<file path="src/rtl/multicycle_pkg.sv">
// Shared encodings for the multicycle RV32I control unit: FSM states, opcodes,
// ALUOp and ALU control codes, and datapath mux selects.
package multicycle_pkg;

  typedef enum logic [3:0] {
    StFetch,
    StDecode,
    StMemAdr,
    StMemRead,
    StMemWb,
    StMemWrite,
    StExecR,
    StExecI,
    StAluWb,
    StBeq,
    StJal
  } state_e;

  localparam logic [6:0] OP_LW  = 7'b0000011;
  localparam logic [6:0] OP_SW  = 7'b0100011;
  localparam logic [6:0] OP_R   = 7'b0110011;
  localparam logic [6:0] OP_I   = 7'b0010011;
  localparam logic [6:0] OP_BEQ = 7'b1100011;
  localparam logic [6:0] OP_JAL = 7'b1101111;

  localparam logic [1:0] ALUOP_ADD   = 2'b00;
  localparam logic [1:0] ALUOP_SUB   = 2'b01;
  localparam logic [1:0] ALUOP_FUNCT = 2'b10;

  localparam logic [2:0] ALU_ADD = 3'b000;
  localparam logic [2:0] ALU_SUB = 3'b001;
  localparam logic [2:0] ALU_AND = 3'b010;
  localparam logic [2:0] ALU_OR  = 3'b011;
  localparam logic [2:0] ALU_SLT = 3'b101;

  localparam logic ADR_PC     = 1'b0;
  localparam logic ADR_ALUOUT = 1'b1;

  localparam logic [1:0] RES_ALUOUT    = 2'b00;
  localparam logic [1:0] RES_DATA      = 2'b01;
  localparam logic [1:0] RES_ALURESULT = 2'b10;

  localparam logic [1:0] SRCA_PC    = 2'b00;
  localparam logic [1:0] SRCA_OLDPC = 2'b01;
  localparam logic [1:0] SRCA_RD1   = 2'b10;

  localparam logic [1:0] SRCB_WD   = 2'b00;
  localparam logic [1:0] SRCB_IMM  = 2'b01;
  localparam logic [1:0] SRCB_FOUR = 2'b10;

  localparam logic [1:0] IMM_I = 2'b00;
  localparam logic [1:0] IMM_S = 2'b01;
  localparam logic [1:0] IMM_B = 2'b10;
  localparam logic [1:0] IMM_J = 2'b11;

endpackage

</file>
<file path="src/rtl/multicycle_ctrl_alu_decoder.sv">
// ALU decoder: maps ALUOp and instruction funct fields to the 3-bit ALU operation code.
module alu_decoder
  import multicycle_pkg::*;
(
  input  logic [1:0] aluop,
  input  logic       op5,
  input  logic [2:0] funct3,
  input  logic       funct7b5,
  output logic [2:0] alucontrol
);

  always_comb begin
    alucontrol = ALU_ADD;
    unique case (aluop)
      ALUOP_ADD: alucontrol = ALU_ADD;
      ALUOP_SUB: alucontrol = ALU_SUB;
      ALUOP_FUNCT: begin
        unique case (funct3)
          // op5 separates R-type sub from addi, whose bit 30 is immediate data
          3'b000:  alucontrol = (op5 & funct7b5) ? ALU_SUB : ALU_ADD;
          3'b010:  alucontrol = ALU_SLT;
          3'b110:  alucontrol = ALU_OR;
          3'b111:  alucontrol = ALU_AND;
          default: alucontrol = ALU_ADD;
        endcase
      end
      default:   alucontrol = ALU_ADD;
    endcase
  end

endmodule

</file>
<file path="src/rtl/multicycle_ctrl.sv">
// Multicycle RV32I control unit: Moore main FSM plus ALU decoder.
// Define MULTICYCLE_CTRL_BNE_EN to make funct3=001 branch on ~Zero (bne).
module multicycle_ctrl
  import multicycle_pkg::*;
(
  input  logic       clk,
  input  logic       reset,
  input  logic [6:0] op,
  input  logic [2:0] funct3,
  input  logic       funct7b5,
  input  logic       Zero,
  output logic       PCWrite,
  output logic       AdrSrc,
  output logic       MemWrite,
  output logic       IRWrite,
  output logic [1:0] ResultSrc,
  output logic [1:0] ALUSrcA,
  output logic [1:0] ALUSrcB,
  output logic [1:0] ImmSrc,
  output logic       RegWrite,
  output logic [2:0] ALUControl
);

  state_e     state_q, state_d, dec_state;
  logic [1:0] aluop;
  logic       pcupdate, branch, branchcond;
  logic       memwrite_raw, irwrite_raw, regwrite_raw;

  always_ff @(posedge clk) begin
    if (reset) state_q <= StFetch;
    else       state_q <= state_d;
  end

  always_comb begin
    // Under reset the outputs decode as FETCH whatever the register holds
    dec_state    = reset ? StFetch : state_q;
    state_d      = StFetch;
    aluop        = ALUOP_ADD;
    pcupdate     = 1'b0;
    branch       = 1'b0;
    memwrite_raw = 1'b0;
    irwrite_raw  = 1'b0;
    regwrite_raw = 1'b0;
    AdrSrc       = ADR_PC;
    ResultSrc    = RES_ALUOUT;
    ALUSrcA      = SRCA_PC;
    ALUSrcB      = SRCB_WD;
    unique case (dec_state)
      StFetch: begin
        irwrite_raw = 1'b1;
        ALUSrcB     = SRCB_FOUR;
        ResultSrc   = RES_ALURESULT;
        pcupdate    = 1'b1;
        state_d     = StDecode;
      end
      StDecode: begin
        ALUSrcA = SRCA_OLDPC;
        ALUSrcB = SRCB_IMM;
        unique case (op)
          OP_LW, OP_SW: state_d = StMemAdr;
          OP_R:         state_d = StExecR;
          OP_I:         state_d = StExecI;
          OP_BEQ:       state_d = StBeq;
          OP_JAL:       state_d = StJal;
          default:      state_d = StFetch;
        endcase
      end
      StMemAdr: begin
        ALUSrcA = SRCA_RD1;
        ALUSrcB = SRCB_IMM;
        state_d = (op == OP_LW) ? StMemRead : StMemWrite;
      end
      StMemRead: begin
        AdrSrc  = ADR_ALUOUT;
        state_d = StMemWb;
      end
      StMemWb: begin
        ResultSrc    = RES_DATA;
        regwrite_raw = 1'b1;
        state_d      = StFetch;
      end
      StMemWrite: begin
        AdrSrc       = ADR_ALUOUT;
        memwrite_raw = 1'b1;
        state_d      = StFetch;
      end
      StExecR: begin
        ALUSrcA = SRCA_RD1;
        ALUSrcB = SRCB_WD;
        aluop   = ALUOP_FUNCT;
        state_d = StAluWb;
      end
      StExecI: begin
        ALUSrcA = SRCA_RD1;
        ALUSrcB = SRCB_IMM;
        aluop   = ALUOP_FUNCT;
        state_d = StAluWb;
      end
      StAluWb: begin
        regwrite_raw = 1'b1;
        state_d      = StFetch;
      end
      StJal: begin
        ALUSrcA  = SRCA_OLDPC;
        ALUSrcB  = SRCB_FOUR;
        pcupdate = 1'b1;
        state_d  = StAluWb;
      end
      StBeq: begin
        ALUSrcA = SRCA_RD1;
        ALUSrcB = SRCB_WD;
        aluop   = ALUOP_SUB;
        branch  = 1'b1;
        state_d = StFetch;
      end
      default: state_d = StFetch;
    endcase
  end

`ifdef MULTICYCLE_CTRL_BNE_EN
  always_comb begin
    unique case (funct3)
      3'b000:  branchcond = Zero;
      3'b001:  branchcond = ~Zero;
      default: branchcond = 1'b0;
    endcase
  end
`else
  assign branchcond = Zero;
`endif

  assign PCWrite  = ~reset & (pcupdate | (branch & branchcond));
  assign MemWrite = ~reset & memwrite_raw;
  assign IRWrite  = ~reset & irwrite_raw;
  assign RegWrite = ~reset & regwrite_raw;

  always_comb begin
    unique case (op)
      OP_LW, OP_I: ImmSrc = IMM_I;
      OP_SW:       ImmSrc = IMM_S;
      OP_BEQ:      ImmSrc = IMM_B;
      OP_JAL:      ImmSrc = IMM_J;
      default:     ImmSrc = IMM_I;
    endcase
  end

  alu_decoder u_alu_decoder (
    .aluop      (aluop),
    .op5        (op[5]),
    .funct3     (funct3),
    .funct7b5   (funct7b5),
    .alucontrol (ALUControl)
  );

endmodule

</file>
<file path="config.mk">
export PLATFORM = sky130hd
export DESIGN_NAME = multicycle_ctrl
export DESIGN_NICKNAME = d
export VERILOG_FILES = /design/src/rtl/multicycle_pkg.sv /design/src/rtl/multicycle_ctrl_alu_decoder.sv /design/src/rtl/multicycle_ctrl.sv
export SDC_FILE = /design/constraint.sdc
export NUM_CORES = 1
export LEC_CHECK = 0
export BUFFER_PORTS_ARGS = -buffer_cell sky130_fd_sc_hd__buf_2
export CAP_MARGIN = 10
export CORE_MARGIN = 3
export CORE_UTILIZATION = 30
export DETAILED_ROUTE_END_ITERATION = 12
export PLACE_DENSITY = 0.66
export SETUP_SLACK_MARGIN = 0.02
export SYNTH_ARGS = -nofsm -noshare
export SYNTH_HDL_FRONTEND = slang
export SYNTH_SLANG_ARGS = --single-unit
</file>
<file path="constraint.sdc">
create_clock -name clk -period 3.83 [get_ports clk]
set_clock_uncertainty 0.1 [all_clocks]
set_input_delay 0.766 -clock clk [delete_from_list [all_inputs] [get_ports clk]]
set_output_delay 0.766 -clock clk [all_outputs]
set_load 0.02 [all_outputs]
</file>
==> reports/metrics.cfg, run 1 <==
[finish]
num_antenna_cells=0
largest_register_ff_count=4
layout_area_overhead_pct=29.5
biggest_register=state_q
final_std_cells_w_o_fill=136
drive_above_1_share=0.342
final_nets=129
largestRegisters=state_q x4

[power_and_ir_drop]
p_sw_w=0.0000419
p_seq_frac=0.343
powerDensity_mw_per_mm2=182
power_frac_clock=0.370
combinational_cell_fraction_of_total_power=0.287
sw_frac_of_total=0.306
cell_internal_pwr_w=0.0000951
cellLeakagePower_nw=0.326
vdd_ir_drop_max_mv=0.158

[critical_path]
crit_type=in -> out
worst_ep_required_time_ns=2.96
crit_path_end_kind=output port
start_kind=input pin
critPathMaxFanout=13
timing.critical_path.arrival_ns=2.28

[clock_network]
cts_inserted_buffers=3
clock-root-buffer=sky130_fd_sc_hd__clkbuf_4
holdBufCountCts=0
total_of_cells_resized_after_clock_tree_synthesis=0
max-clock-path-buffers=2
worst_skew_pair_later_pin_latency_ns=0.23
post-cts-setup-buffers=0
cts_num_sinks=4
tritoncts=done
worst_setup_hold_path_clk_slew_ns=0.04
ctsHtreeMaxLevel=1

[timing]
total_negative_setup_slack_ns=0
rsz0062_at_grt=false
post-route-period-util=0.821
setup_viol=0
timing_worst_slew_pin_value_ns=0.543
final-max-slew-violation-count=0
hold_viol=0
maxClockFrequency_ghz=0.318
timing.slew.headroom=0.638
post-route-min-period_ns=3.15

[logic_synthesis]
synth_cells=85
synth-async-reset-ratio=0
number_of_different_library_cells_in_the_post_synthesis_netlist=30
syn-num-nets=101
post_synth_instance_area_um2=581
ys_ff_latch=4
post_synthesis_mean_instance_area_um2=6.83
synth_ff_type=sky130_fd_sc_hd__dfxtp_1
yosysWarnings=0
synth_edf_count=0
ys_seq_area_frac=0.138

[floorplanning]
coreArea_mm2=0.00178
initial_utilization=0.326
io_pins=30
core.rowCount=15
dieHeight_um=50.0
die-area_mm2=0.00250
die_w_um=50.0

[drt]
post-route-drc-count=0
route.antenna.remaining_nets=0
drt_first_iter_violations=14
routed-via-count=704
total_met2_wirelength_after_detailed_routing_um=560
drt-pass1-iter-count=4
drt-total-wl_um=1430
route.top_layer_used=met3
drt-vias-per-instance=5.18
met3WireLength_um=155
detail_route.wirelength.met1_um=716
wl_per_cell_um=10.5

[global_route]
grt_overflow=0
grt_max_degree=19
number_of_antenna_violations_at_the_first_check_in_global_routing=0
grt_pass1_wl_um=2430
grtUsageTotal=0.118
grt_pass1_vias=552

[placed_design]
dpl.cell_count=133
dp_hpwl_um=1130
port-buffer-count=29
routabilityCongestion=0.789

[flow_run]
max_cap_viol_count=0

[min_path]
worstHoldPathType=reg -> reg

[run_status]
result_of_the_run=finished, final reports clean

## cell usage after synthesis (2+ instances only)
library cell	count	share of area
sky130_fd_sc_hd__nand2_1	5	0.032
sky130_fd_sc_hd__a31oi_1	2	0.022
sky130_fd_sc_hd__a2bb2oi_1	2	0.030
sky130_fd_sc_hd__nor3b_1	3	0.039
sky130_fd_sc_hd__nand2b_1	5	0.054
sky130_fd_sc_hd__ha_1	2	0.043
sky130_fd_sc_hd__a21oi_1	6	0.052
sky130_fd_sc_hd__nor4_1	4	0.043
sky130_fd_sc_hd__nor2b_1	3	0.032
sky130_fd_sc_hd__nor2_1	8	0.052
sky130_fd_sc_hd__or4_4	2	0.039
sky130_fd_sc_hd__nor3_1	10	0.086
sky130_fd_sc_hd__o21ai_0	2	0.017
sky130_fd_sc_hd__clkbuf_1	2	0.013
sky130_fd_sc_hd__inv_1	6	0.039
sky130_fd_sc_hd__xnor2_1	2	0.030
sky130_fd_sc_hd__dfxtp_1	4	0.14
sky130_fd_sc_hd__buf_2	4	0.034
sky130_fd_sc_hd__or3_1	2	0.022
## final timing paths
check	start	endpoint	slack [ns]	depth (start not counted)
setup / recovery	reset	ALUControl[1]	0.68	7
setup reg to reg	state_q[2]	state_q[2]	2.33	3
hold / removal	state_q[1]	state_q[3]	0.59	2
hold reg to reg	state_q[1]	state_q[3]	0.59	2
## layer usage
metal  vias up  global-route usage
met5         -                   0
met4         0                   0
met3         0              0.0453
met2        36               0.161
met1       304               0.181
li1        364                   -
## per-stage QoR
stage               total power (W)  hold slack (ns)  setup slack [ns]   util  area, um^2
floorplan                 0.0000719            0.497             0.861      -         581
global placement          0.0000861            0.571             0.745  0.409         729
detailed placement        0.0000868            0.586             0.655  0.409         729
CTS                        0.000140            0.592             0.650  0.422         752
global route               0.000150            0.635             0.420  0.422         752
finish                     0.000137            0.591             0.684  0.422         752
## cell families (layout without fill, tap and decap cells)
group | count (synthesis) | after routing | synth area share
AO/OA/AOI/OAI | 17 | 17 | 0.207
XOR/XNOR | 3 | 3 | 0.0453
adder cells (fa/ha/maj) | 2 | 2 | 0.0431
buffers and inverters | 12 | 38 | 0.0862
flip-flops | 4 | 4 | 0.138
multiplexers | 1 | 1 | 0.0172
AND/OR/NAND/NOR | 46 | 46 | 0.463
## final cells by class
cell class                 instances  area (um^2)
clock buffer                       3         22.5
fill                             188         1030
inverter                           6         22.5
multi-input combinational         69          450
sequential                         4         80.1
tap                               25         31.3
timing repair buffer              29          145
## critical path: stages
cell,delay [ns]
sky130_fd_sc_hd__buf_2,0.18
sky130_fd_sc_hd__nand2b_1,0.26
sky130_fd_sc_hd__nor3b_1,0.33
sky130_fd_sc_hd__inv_1,0.08
sky130_fd_sc_hd__ha_1,0.31
sky130_fd_sc_hd__nor3_1,0.17
sky130_fd_sc_hd__buf_2,0.19
## power by group through the flow
stage | clock network (W) | registers, W | logic [W]
after floorplan | 0 | 0.0000437 | 0.0000282
after global placement | 0 | 0.0000475 | 0.0000386
after detailed placement | 0 | 0.0000475 | 0.0000393
after CTS | 0.0000536 | 0.0000469 | 0.0000394
after global routing | 0.0000598 | 0.0000475 | 0.0000429
final | 0.0000507 | 0.0000470 | 0.0000394
## cell usage in the layout, fill, tap and decap left out, drive strengths merged, types with 2 or more instances in the layout
| cell | synthesis | routed |
|---|---|---|
| buf | 4 | 29 |
| nor3 | 11 | 11 |
| nor2 | 8 | 8 |
| inv | 6 | 6 |
| a21oi | 6 | 6 |
| nand2b | 5 | 5 |
| nand2 | 5 | 5 |
| nor4 | 5 | 5 |
| dfxtp | 4 | 4 |
| nor2b | 3 | 3 |
| nor3b | 3 | 3 |
| clkbuf | 2 | 3 |
| or3 | 2 | 2 |
| o21ai | 2 | 2 |
| or4 | 2 | 2 |
| a31oi | 2 | 2 |
| xnor2 | 2 | 2 |
| a2bb2oi | 2 | 2 |
| ha | 2 | 2 |
(Power assumes the default switching activity.)
==> run 2, diff against run 1 <==
- PLACE_DENSITY: 0.66 -> 0.68
- clock period: 3.83 -> 2.6 ns (I/O delays scaled with it)
==> run 2 against run 1 <==
Power up 50%. Global-route usage up 0.80 points. Setup slack lost 0.43 ns. Sequential power up 36%. Highest routed layer unchanged. Clock-buffer cell count is the same. Final area grew 7.0%. Core utilization up 2.9 points. Critical endpoint unchanged. Die area did not move.
==> reports/metrics.cfg, run 2 (same netlist as run 1, synthesis figures left out) <==
[power_and_ir_drop]
cellLeakagePower_nw=0.358  ; +9.6%
powerDensity_mw_per_mm2=256  ; +41%
vdd_ir_drop_max_mv=0.101  ; -36%

[placed_design]
dp_hpwl_um=1200  ; +6.7%
placement.cell_area_um2=774  ; +6.2%
port-buffer-count=29  ; unchanged
routabilityCongestion=0.767  ; -2.8%

[drt]
route.antenna.remaining_nets=0  ; unchanged
drt-total-wl_um=1520  ; +6.4%
routed-via-count=718  ; +2.0%
wl_per_cell_um=10.7  ; +1.9%
drt-vias-per-instance=5.06  ; -2.3%
drt-pass1-iter-count=5  ; +1
post-route-drc-count=0  ; unchanged
drt_first_iter_violations=9  ; -5

[finish]
num_antenna_cells=0  ; unchanged
final_design_area_excluding_fillers_um2=805  ; +7.0%
final_cell_mix=sky130_fd_sc_hd__buf_2, sky130_fd_sc_hd__nor3_1, sky130_fd_sc_hd__nor2_1
biggest_register=state_q
layout_area_overhead_pct=38.6
layout.cells.most_common=sky130_fd_sc_hd__buf_2
largest_register_ff_count=4  ; unchanged
final_nets=135  ; +4.7%
largestRegisters=state_q x4
drive_above_1_share=0.393  ; +0.0508
layout.filler_cells=201  ; +6.9%

[global_route]
number_of_antenna_violations_at_the_first_check_in_global_routing=0  ; unchanged
grt_pass1_vias=612  ; +11%
grt_max_degree=18  ; -1
grt_pass1_wl_um=2550  ; +5.1%
grt_overflow=0  ; unchanged
grtUsageTotal=0.126  ; +0.00803

[critical_path]
crit_path_end_kind=output port
worst_ep_required_time_ns=1.98  ; -0.98 ns
start_kind=flop
timing.critical_path.arrival_ns=1.73  ; -0.55 ns
reg2regPathDepth=5  ; +2
worst-r2r-setup-slack_ns=1.04  ; -1.29 ns
critPathMaxFanout=5  ; -8
worst_r2r_endpoint=state_q[1]
worstReg2RegStart=state_q[2]
crit_type=reg -> out

[timing]
rsz0062_at_grt=false
post-route-min-period_ns=2.35
maxClockFrequency_ghz=0.426
hold_viol=0  ; unchanged
final-max-slew-violation-count=0  ; unchanged
total_negative_setup_slack_ns=0  ; unchanged
timing.slew.headroom=0.737  ; +0.0989
timing_worst_slew_pin_value_ns=0.391  ; -0.151 ns
post-route-period-util=0.903
setup_viol=0  ; unchanged

[min_path]
holdCritStartpoint=state_q[3]
worstHoldPathType=reg -> reg
min_path_cells=2  ; unchanged
timing.hold.worst_endpoint=state_q[0]

[floorplanning]
die-area_mm2=0.00250  ; unchanged
die_w_um=50.0  ; unchanged
dieHeight_um=50.0  ; unchanged
core.rowCount=15  ; unchanged
io_pins=30  ; unchanged
coreArea_mm2=0.00178  ; unchanged
initial_utilization=0.326  ; unchanged

[clock_network]
cts_num_sinks=4  ; unchanged
max-clock-path-buffers=2  ; unchanged
cts_inserted_buffers=3  ; unchanged
tritoncts=done
holdBufCountCts=0  ; unchanged
worst_setup_hold_path_clk_slew_ns=0.04  ; about the same
worst_skew_pair_later_pin_latency_ns=0.23  ; about the same
ctsHtreeMaxLevel=1  ; unchanged
clock-root-buffer=sky130_fd_sc_hd__clkbuf_4

[run_status]
result_of_the_run=finished, final reports clean

[flow_run]
max_cap_viol_count=0  ; unchanged

==> run 2: worst max-delay path by stage <==
stage | slack [ns] | cells after the start | endpoint | startpoint
2_1_floorplan | 0.12 | 5 | ALUControl[1] | reset
3_3_place_gp | 0.17 | 7 | ALUControl[1] | reset
3_5_place_dp | 0.15 | 7 | ALUControl[1] | reset
4_1_cts | 0.04 | 6 | ALUControl[1] | state_q[3]
5_1_grt | 0.09 | 6 | ALUControl[1] | state_q[3]
6_report | 0.25 | 6 | ALUControl[1] | state_q[3]
==> run 2: routing by layer <==
metal | up-vias | part of all wire | global-route usage | wire (um)
met4 | 0 | 0 | 0.0691 | 0
met5 | - | 0 | 0 | 0
met1 | 314 | 0.50 | 0.180 | 759
met2 | 29 | 0.43 | 0.178 | 653
met3 | 0 | 0.072 | 0.0151 | 110
li1 | 375 | - | - | -
==> run 2: power by group <==
part           leakage, nW  switching (W)  internal (W)   total, W
clock network       0.0138      0.0000224     0.0000514  0.0000738
registers           0.0326    0.000000787     0.0000632  0.0000640
logic                0.311      0.0000392     0.0000294  0.0000685
==> run 2: final cells by class <==
type	instances	area (um^2)	share of cell area
Tap cell	25	31.3	0.0389
Inverter	6	22.5	0.0280
Clock buffer	3	22.5	0.0280
Multi-Input combinational cell	69	458	0.569
Timing Repair Buffer	35	190	0.236
Sequential cell	4	80.1	0.0995
==> run 2: worst max-delay path: stages, from the launching register on <==
cell	delay, ns
sky130_fd_sc_hd__dfxtp_1	0.31
sky130_fd_sc_hd__nor2b_2	0.22
sky130_fd_sc_hd__nor3b_2	0.24
sky130_fd_sc_hd__inv_1	0.06
sky130_fd_sc_hd__ha_1	0.31
sky130_fd_sc_hd__nor3_1	0.17
sky130_fd_sc_hd__buf_2	0.19
==> run 2: through the flow <==
step | util | setup WS, ns | hold WS, ns | instances | total power, W
3_5_place_dp | 0.434 | 0.151 | 0.496 | 139 | 0.000133
5_1_grt | 0.451 | 0.0877 | 0.539 | 142 | 0.000221
6_report | 0.451 | 0.251 | 0.509 | 142 | 0.000206
3_3_place_gp | 0.434 | 0.174 | 0.493 | 139 | 0.000132
2_1_floorplan | - | 0.123 | 0.497 | 85 | 0.000106
4_1_cts | 0.447 | 0.0350 | 0.501 | 142 | 0.000209
==> run 2: repair_timing <==
| action | CTS | global route |
|---|---|---|
| resized for setup | 0 | 2 |
| endpoints found under the setup margin | 0 | 2 |
| buffers inserted | 0 | 0 |
